[config.mk]
export PLATFORM = sky130hd
export DESIGN_NAME = cpu_fetchunit
export DESIGN_NICKNAME = d
export VERILOG_FILES = /design/src/rtl/cpu_pkg.sv /design/src/rtl/cpu_fetchunit.sv
export SDC_FILE = /design/constraint.sdc
export NUM_CORES = 1
export LEC_CHECK = 0
export CELL_PAD_IN_SITES_DETAIL_PLACEMENT = 0
export CELL_PAD_IN_SITES_GLOBAL_PLACEMENT = 1
export CORE_ASPECT_RATIO = 0.6
export CORE_UTILIZATION = 30
export CTS_CLUSTER_DIAMETER = 200
export DETAILED_ROUTE_END_ITERATION = 10
export GPL_ROUTABILITY_DRIVEN = 0
export PLACE_DENSITY_LB_ADDON = 0.1
export SYNTH_ARGS = -nofsm -noshare
export SYNTH_HDL_FRONTEND = slang
export SYNTH_SLANG_ARGS = --single-unit
[constraint.sdc]
create_clock -name clk -period 13.25 [get_ports clk]
set_input_delay 3.975 -clock clk [delete_from_list [all_inputs] [get_ports clk]]
set_output_delay 3.975 -clock clk [all_outputs]
set_load 0.02 [all_outputs]
[src/rtl/cpu_pkg.sv]
// cpu_pkg: definitions shared by the instruction fetch unit and its users.
//   state_t      - fetch FSM state encoding (IDLE, REQ, HOLD)
//   INSTR_W      - instruction / address width
//   PC_INC       - sequential fetch stride in bytes
//   align_word() - clears the two byte-offset bits of an address
package cpu_pkg;

    localparam int INSTR_W = 32;
    localparam logic [INSTR_W-1:0] PC_INC = 32'd4;

    typedef enum logic [1:0] {
        ST_IDLE = 2'd0,
        ST_REQ  = 2'd1,
        ST_HOLD = 2'd2
    } state_t;

    function automatic logic [INSTR_W-1:0] align_word(input logic [INSTR_W-1:0] addr);
        return addr & 32'hFFFF_FFFC;
    endfunction

endpackage

[src/rtl/cpu_fetchunit.sv]
// cpu_fetchunit: single-outstanding-request instruction fetch unit.
// Ports:
//   clk, rst            - clock, asynchronous active-high reset
//   mem_req, mem_addr   - instruction memory read request / word address
//   mem_ack, mem_rdata  - read completion strobe and instruction word
//   instr, instr_pc     - fetched instruction and its address to the datapath
//   instr_valid         - instr/instr_pc valid
//   instr_ready         - datapath accepts instr this cycle
//   redirect, redirect_pc - jump / taken-branch request and target
module cpu_fetchunit
    import cpu_pkg::*;
#(
    parameter logic [31:0] RESET_PC = 32'h0000_0000
) (
    input  logic               clk,
    input  logic               rst,
    output logic               mem_req,
    output logic [31:0]        mem_addr,
    input  logic               mem_ack,
    input  logic [INSTR_W-1:0] mem_rdata,
    output logic [INSTR_W-1:0] instr,
    output logic [31:0]        instr_pc,
    output logic               instr_valid,
    input  logic               instr_ready,
    input  logic               redirect,
    input  logic [31:0]        redirect_pc
);

    state_t             r_state;
    logic [31:0]        r_pc;
    logic [INSTR_W-1:0] r_instr;
    logic [31:0]        r_instr_pc;
    logic               r_instr_valid;
    logic               r_kill;
    logic [31:0]        r_kill_pc;

    state_t             w_state_next;
    logic [31:0]        w_pc_next;
    logic [INSTR_W-1:0] w_instr_next;
    logic [31:0]        w_instr_pc_next;
    logic               w_instr_valid_next;
    logic               w_kill_next;
    logic [31:0]        w_kill_pc_next;
    logic [31:0]        w_redirect_aligned;

    assign w_redirect_aligned = align_word(redirect_pc);

    // The request address is the fetch PC itself; a redirect during an
    // outstanding request goes to r_kill_pc so the address stays stable.
    assign mem_req     = (r_state == ST_REQ);
    assign mem_addr    = r_pc;
    assign instr       = r_instr;
    assign instr_pc    = r_instr_pc;
    assign instr_valid = r_instr_valid;

    always_comb begin
        w_state_next       = r_state;
        w_pc_next          = r_pc;
        w_instr_next       = r_instr;
        w_instr_pc_next    = r_instr_pc;
        w_instr_valid_next = r_instr_valid;
        w_kill_next        = r_kill;
        w_kill_pc_next     = r_kill_pc;

        case (r_state)
            ST_IDLE: begin
                w_state_next = ST_REQ;
                if (redirect) begin
                    w_pc_next = w_redirect_aligned;
                end
            end
            ST_REQ: begin
                if (mem_ack) begin
                    if (r_kill || redirect) begin
                        // Stale data: drop it and restart at the newest target.
                        w_kill_next = 1'b0;
                        w_pc_next   = redirect ? w_redirect_aligned : r_kill_pc;
                    end else begin
                        w_instr_next       = mem_rdata;
                        w_instr_pc_next    = r_pc;
                        w_instr_valid_next = 1'b1;
                        w_state_next       = ST_HOLD;
                    end
                end else if (redirect) begin
                    w_kill_next    = 1'b1;
                    w_kill_pc_next = w_redirect_aligned;
                end
            end
            ST_HOLD: begin
                // A redirect wins over a simultaneous handshake for the next PC.
                if (redirect) begin
                    w_instr_valid_next = 1'b0;
                    w_pc_next          = w_redirect_aligned;
                    w_state_next       = ST_REQ;
                end else if (r_instr_valid && instr_ready) begin
                    w_instr_valid_next = 1'b0;
                    w_pc_next          = r_pc + PC_INC;
                    w_state_next       = ST_REQ;
                end
            end
            default: begin
                w_state_next = ST_IDLE;
            end
        endcase
    end

    always_ff @(posedge clk or posedge rst) begin
        if (rst) begin
            r_state       <= ST_IDLE;
            r_pc          <= RESET_PC;
            r_instr       <= '0;
            r_instr_pc    <= RESET_PC;
            r_instr_valid <= 1'b0;
            r_kill        <= 1'b0;
            r_kill_pc     <= RESET_PC;
        end else begin
            r_state       <= w_state_next;
            r_pc          <= w_pc_next;
            r_instr       <= w_instr_next;
            r_instr_pc    <= w_instr_pc_next;
            r_instr_valid <= w_instr_valid_next;
            r_kill        <= w_kill_next;
            r_kill_pc     <= w_kill_pc_next;
        end
    end

endmodule

== After elaboration in Yosys (flattened, before gate mapping) ==
Cells that the tools add are included.

* Flip-flop bits (word level): 132
* Output and inout port bits: 98
* Logic and storage cells: 50

* Add/sub/neg operators: 1
* Eq/ne operators: 8
* Multiplexer cells: 20
* Bitwise logic cells: 2
* Reductions and logical operators: 12

{| class="wikitable"
|+ Operators with widths
! operator !! number
|-
| 32-bit two-way mux || 6
|-
| 32-bit case mux with 3 select lines || 1
|-
| 32-bit by 3-bit adder with 32-bit output, second input constant || 1
|-
| 3-bit AND reduction || 3
|-
| 2-bit two-way mux || 4
|-
| 1-bit two-way mux || 7
|-
| 2-bit by 1-bit inequality test with 1-bit output, second input constant || 3
|-
| 2-bit case mux with 3 select lines || 1
|-
| 5-bit AND reduction || 1
|-
| 2-bit inequality test, second input constant || 2
|-
| 4-bit AND reduction || 1
|-
| 2-bit nonzero test || 2
|-
| 3-bit inequality test, second input constant || 1
|-
| 3-bit nonzero test || 1
|-
| 2-bit by 1-bit equality test with 1-bit output, second input constant || 1
|-
| 2-bit equality test, second input constant || 1
|-
| 2-bit logical NOT || 1
|-
| 1-bit inverter || 2
|-
| 1-bit case mux with 2 select lines || 1
|-
| 2-bit AND reduction || 1
|-
| 1-bit logical AND || 1
|-
| 1-bit logical OR || 1
|}

== Logic depth before layout (Yosys ltp) ==
* Depth after elaboration: 4
* Mapped depth: 10
* Gate-level depth less buffers: 7

== Worst setup path before layout ==
No wires, ideal clock.

* Path kind: input-to-reg
* From: input redirect
* To: register r_pc[25], in the netlist mem_addr[25]
* Setup time: 130 ps
* Arrival: 5204 ps
* Setup slack: 7916 ps
* Cell stages on the path: 7
* Path buffers: 2
* Cell sequence: buf_4 or2b_4 a21oi_2 or4_4 buf_6 nor3_1 o22ai_1

* Cells in the longest elaborated chain, start to end: 4
* Elaborated cells between the ends (all ways): 10
* Those cells by class: 3 x eq/ne; 5 x mux; 2 x reduce/logical

{| class="wikitable"
|+ RTL lines
! element !! RTL line !! RTL
|-
| start: declaration || cpu_fetchunit.sv:25 || <nowiki>input logic redirect,</nowiki>
|-
| 32-bit two-way mux || n/a ||
|-
| 32-bit two-way mux || cpu_fetchunit.sv:74 || <nowiki>if (r_kill || redirect) begin</nowiki>
|-
| 32-bit two-way mux || cpu_fetchunit.sv:73 || <nowiki>if (mem_ack) begin</nowiki>
|-
| 32-bit case mux with 3 select lines || cpu_fetchunit.sv:65 || <nowiki>case (r_state)</nowiki>
|-
| end signal: assignment || cpu_fetchunit.sv:118 || <nowiki>r_pc <= w_pc_next;</nowiki>
|-
| end: declaration || cpu_fetchunit.sv:30 || <nowiki>logic [31:0] r_pc;</nowiki>
|}

Parallel ways exist; a longest one is shown, timed or not. The select of a mux whose other input is x is not followed.
A chain may end at the register's enable or synchronous reset.

== Final worst setup path ==
* From: register r_state[1]
* To: output mem_req

* Cells in the longest elaborated chain, start to end: 1

{| class="wikitable"
|+ RTL lines
! element !! RTL line !! RTL
|-
| start: declaration || cpu_fetchunit.sv:29 || <nowiki>state_t r_state;</nowiki>
|-
| start signal: assignment || cpu_fetchunit.sv:117 || <nowiki>r_state <= w_state_next;</nowiki>
|-
| 2-bit by 1-bit equality test with 1-bit output || cpu_fetchunit.sv:50 || <nowiki>assign mem_req = (r_state == ST_REQ);</nowiki>
|-
| end: declaration || cpu_fetchunit.sv:17 || <nowiki>output logic mem_req,</nowiki>
|}

Every way passes these cells.

==> results.sh <==
export IMPL_grt_max_degree=72
export IMPL_antenna_left=0
export IMPL_wl_per_cell_um=17.8
export IMPL_status="finished clean"
export IMPL_ys_top_cells_by_area="dfrtp_1 (54%), mux2_2 (17%), o21ai_0 (2.8%)"
export IMPL_hp_class="reg2reg"
export IMPL_syn_nets=595
export IMPL_drc=0
export IMPL_period_needed_ns=6.11
export IMPL_synth_flop_cell="dfrtp_1"
export IMPL_htree_levels=4
export IMPL_crit_fanout=15
export IMPL_syn_area_mm2=0.00616
export IMPL_path_clk_slew_ns=0.06
export IMPL_fmax_ghz=0.164
export IMPL_hpwl_um=11600
export IMPL_p_per_area_mw_per_mm2=249
export IMPL_wirelength_um=17100
export IMPL_rsz0062_at_grt="false"
export IMPL_final_max_slew_viol_count=0
export IMPL_cts_sinks=132
export IMPL_fin_worst_skew_ns=0.00971
export IMPL_grt_pass1_vias=5010
export IMPL_grt_ovfl_total=0
export IMPL_p_leak_nw=3.51
export IMPL_route_vias_total=4848
export IMPL_final_setup_viol_count=0
export IMPL_track_usage=0.170
export IMPL_layout_area_seq_mm2=0.00330
export IMPL_drt_iter0_markers=334
export IMPL_die_height_um=113
export IMPL_area_delta_synth_final_pct=39.2
export IMPL_die_w_um=187
export IMPL_crit_required_ns=9.27
export IMPL_cts_resized=0
export IMPL_drive_gt1_frac=0.206
export IMPL_synth_seq_area_share=0.536
export IMPL_ys_ff_latch=132
export IMPL_arrival_ns=2.14
export IMPL_synth_most_common_cell="dfrtp_1"
export IMPL_clockBufferDepth=2
export IMPL_hold_viol=0
export IMPL_ir_drop_v=0.000101
export IMPL_grt_pass1_wl_um=27400
export IMPL_tightest_slew_ns=1.08
export IMPL_avgViaCountPerCell=5.07
export IMPL_crit_type="reg2out"
export IMPL_row_count=40
export IMPL_yosysTopAreaCellShare=0.536
export IMPL_synth_top_cell_by_area="dfrtp_1"
export IMPL_num_io_pins=167
export IMPL_diodes=0
export IMPL_synth_commonest_cells="dfrtp_1 (132), mux2_2 (94), o21ai_0 (35)"
export IMPL_core_mm2=0.0201
export IMPL_cts_tree="done"
export IMPL_start_util=0.307
export IMPL_power_mw=2.13
export IMPL_multi_input_area_mm2=0.00263
export IMPL_fill_cells=1941
export IMPL_fin_tns_setup_ns=0
export IMPL_synth_edff_count=0
export IMPL_cts_root_buf="clkbuf_16"
export IMPL_yosysWarnings=0
export IMPL_final_nets=749
export IMPL_postCtsSetupRepairBufs=0
export IMPL_clk_insertion_delay_late_ns=0.42
export IMPL_netlist_cell_type_count=54
export IMPL_slew_headroom=0.281
export IMPL_end_kind="output pin"
export IMPL_dieArea_mm2=0.0211
export IMPL_drt_pre_antenna_iters=5
export IMPL_hold_buffers=0
export IMPL_async_flop_share=1.00
export IMPL_avgSynthCellArea_um2=11.8
export IMPL_syn_inst=521
export IMPL_period_share=0.461
export IMPL_maxCapViolCount=0
export IMPL_cts_buffers=17
export IMPL_antenna_found_initial=0
export IMPL_critPathLaunchType="register"
export IMPL_port_buffers=164
-- power by group --
part,switching [mW],internal [mW],total [mW]
Sequential,0.154,0.589,0.743
Clock,0.167,0.283,0.449
Combinational,0.473,0.469,0.942
Total,0.794,1.34,2.13
-- kinds of logic after synthesis --
kind of cell	Yosys count	share of synthesized area
AOI/OAI and AO/OA	129	0.142
xor gates and xnor gates	1	0.00142
adders and majority gates	5	0.0102
buffers and inverters	47	0.0378
DFF	132	0.536
muxes	95	0.173
and+or+nand+nor	112	0.0993
-- worst max-delay path, cell delays in order (launching register included) --
cell,delay [ns]
dfrtp_1,0.40
inv_1,0.11
ha_1,0.49
clkdlybuf4s50_1,0.71
-- layer usage --
layer | vias to the layer above | wire, µm | global-route usage
li1 | 2248 | - | -
met1 | 2440 | 8550 | 0.241
met2 | 146 | 7480 | 0.247
met3 | 14 | 803 | 0.0447
met4 | 0 | 242 | 0.0645
met5 | - | 0 | 0
-- cells in the final DEF (no fill, tap or decap), drive strengths merged, types with 7 or more instances in the layout --
master         netlist  routed
nor4                 7       7
dfrtp              132     132
nor3                10      10
a22o                 9       9
inv                 10      10
a222oi               9       9
mux2                94      94
and3                 7       7
o21ai               46      46
nand3               13      13
a221oi               9       9
nor2                25      25
buf                 21       8
clkdlybuf4s50        0     164
a31oi                7       7
a21oi               18      18
nand2               22      22
nand4                9       9
clkbuf              16      24
-- per-stage QoR --
stage / cell area [µm²] / instances / hold WS [ns] / util / worst slack [ns]
floorplan: 6160 / 521 / 0.453 / - / 5.75
global placement: 8020 / 929 / 0.469 / 0.399 / 6.67
detailed placement: 8020 / 929 / 0.473 / 0.399 / 6.64
CTS: 8580 / 957 / 0.489 / 0.427 / 7.09
global route: 8580 / 957 / 0.512 / 0.427 / 6.90
finish: 8580 / 957 / 0.484 / 0.427 / 7.14
-- registers in the layout (all words and copies together), names as in the netlist --
register,count
instr_pc,32
r_kill,1
instr_valid,1
instr,32
r_state,2
mem_addr,32
r_kill_pc,32
-- path summary, 6_finish.rpt --
| check | from | end | slack (ns) | cells past startpoint |
|---|---|---|---|---|
| max in group asynchronous | rst | instr_pc[26] | 7.83 | 3 |
| hold reg to reg | r_kill_pc[1] | r_kill_pc[1] | 0.48 | 1 |
| setup / recovery | r_state[1] | mem_req | 7.14 | 3 |
| setup reg to reg | r_state[1] | instr_pc[11] | 10.65 | 4 |
| min in group asynchronous | rst | instr[5] | 3.99 | 2 |
| hold / removal | r_kill_pc[1] | r_kill_pc[1] | 0.48 | 1 |
-- area by class of cell --
cell class	instances	area share
inverters	10	0.00496
well taps	273	0.0398
multi-input cells	342	0.306
repair buffers	172	0.198
flip-flops and latches	132	0.385
clock buffers	24	0.0597
clock inverters	4	0.00554
No activity file was read; power rests on OpenSTA's default activity.
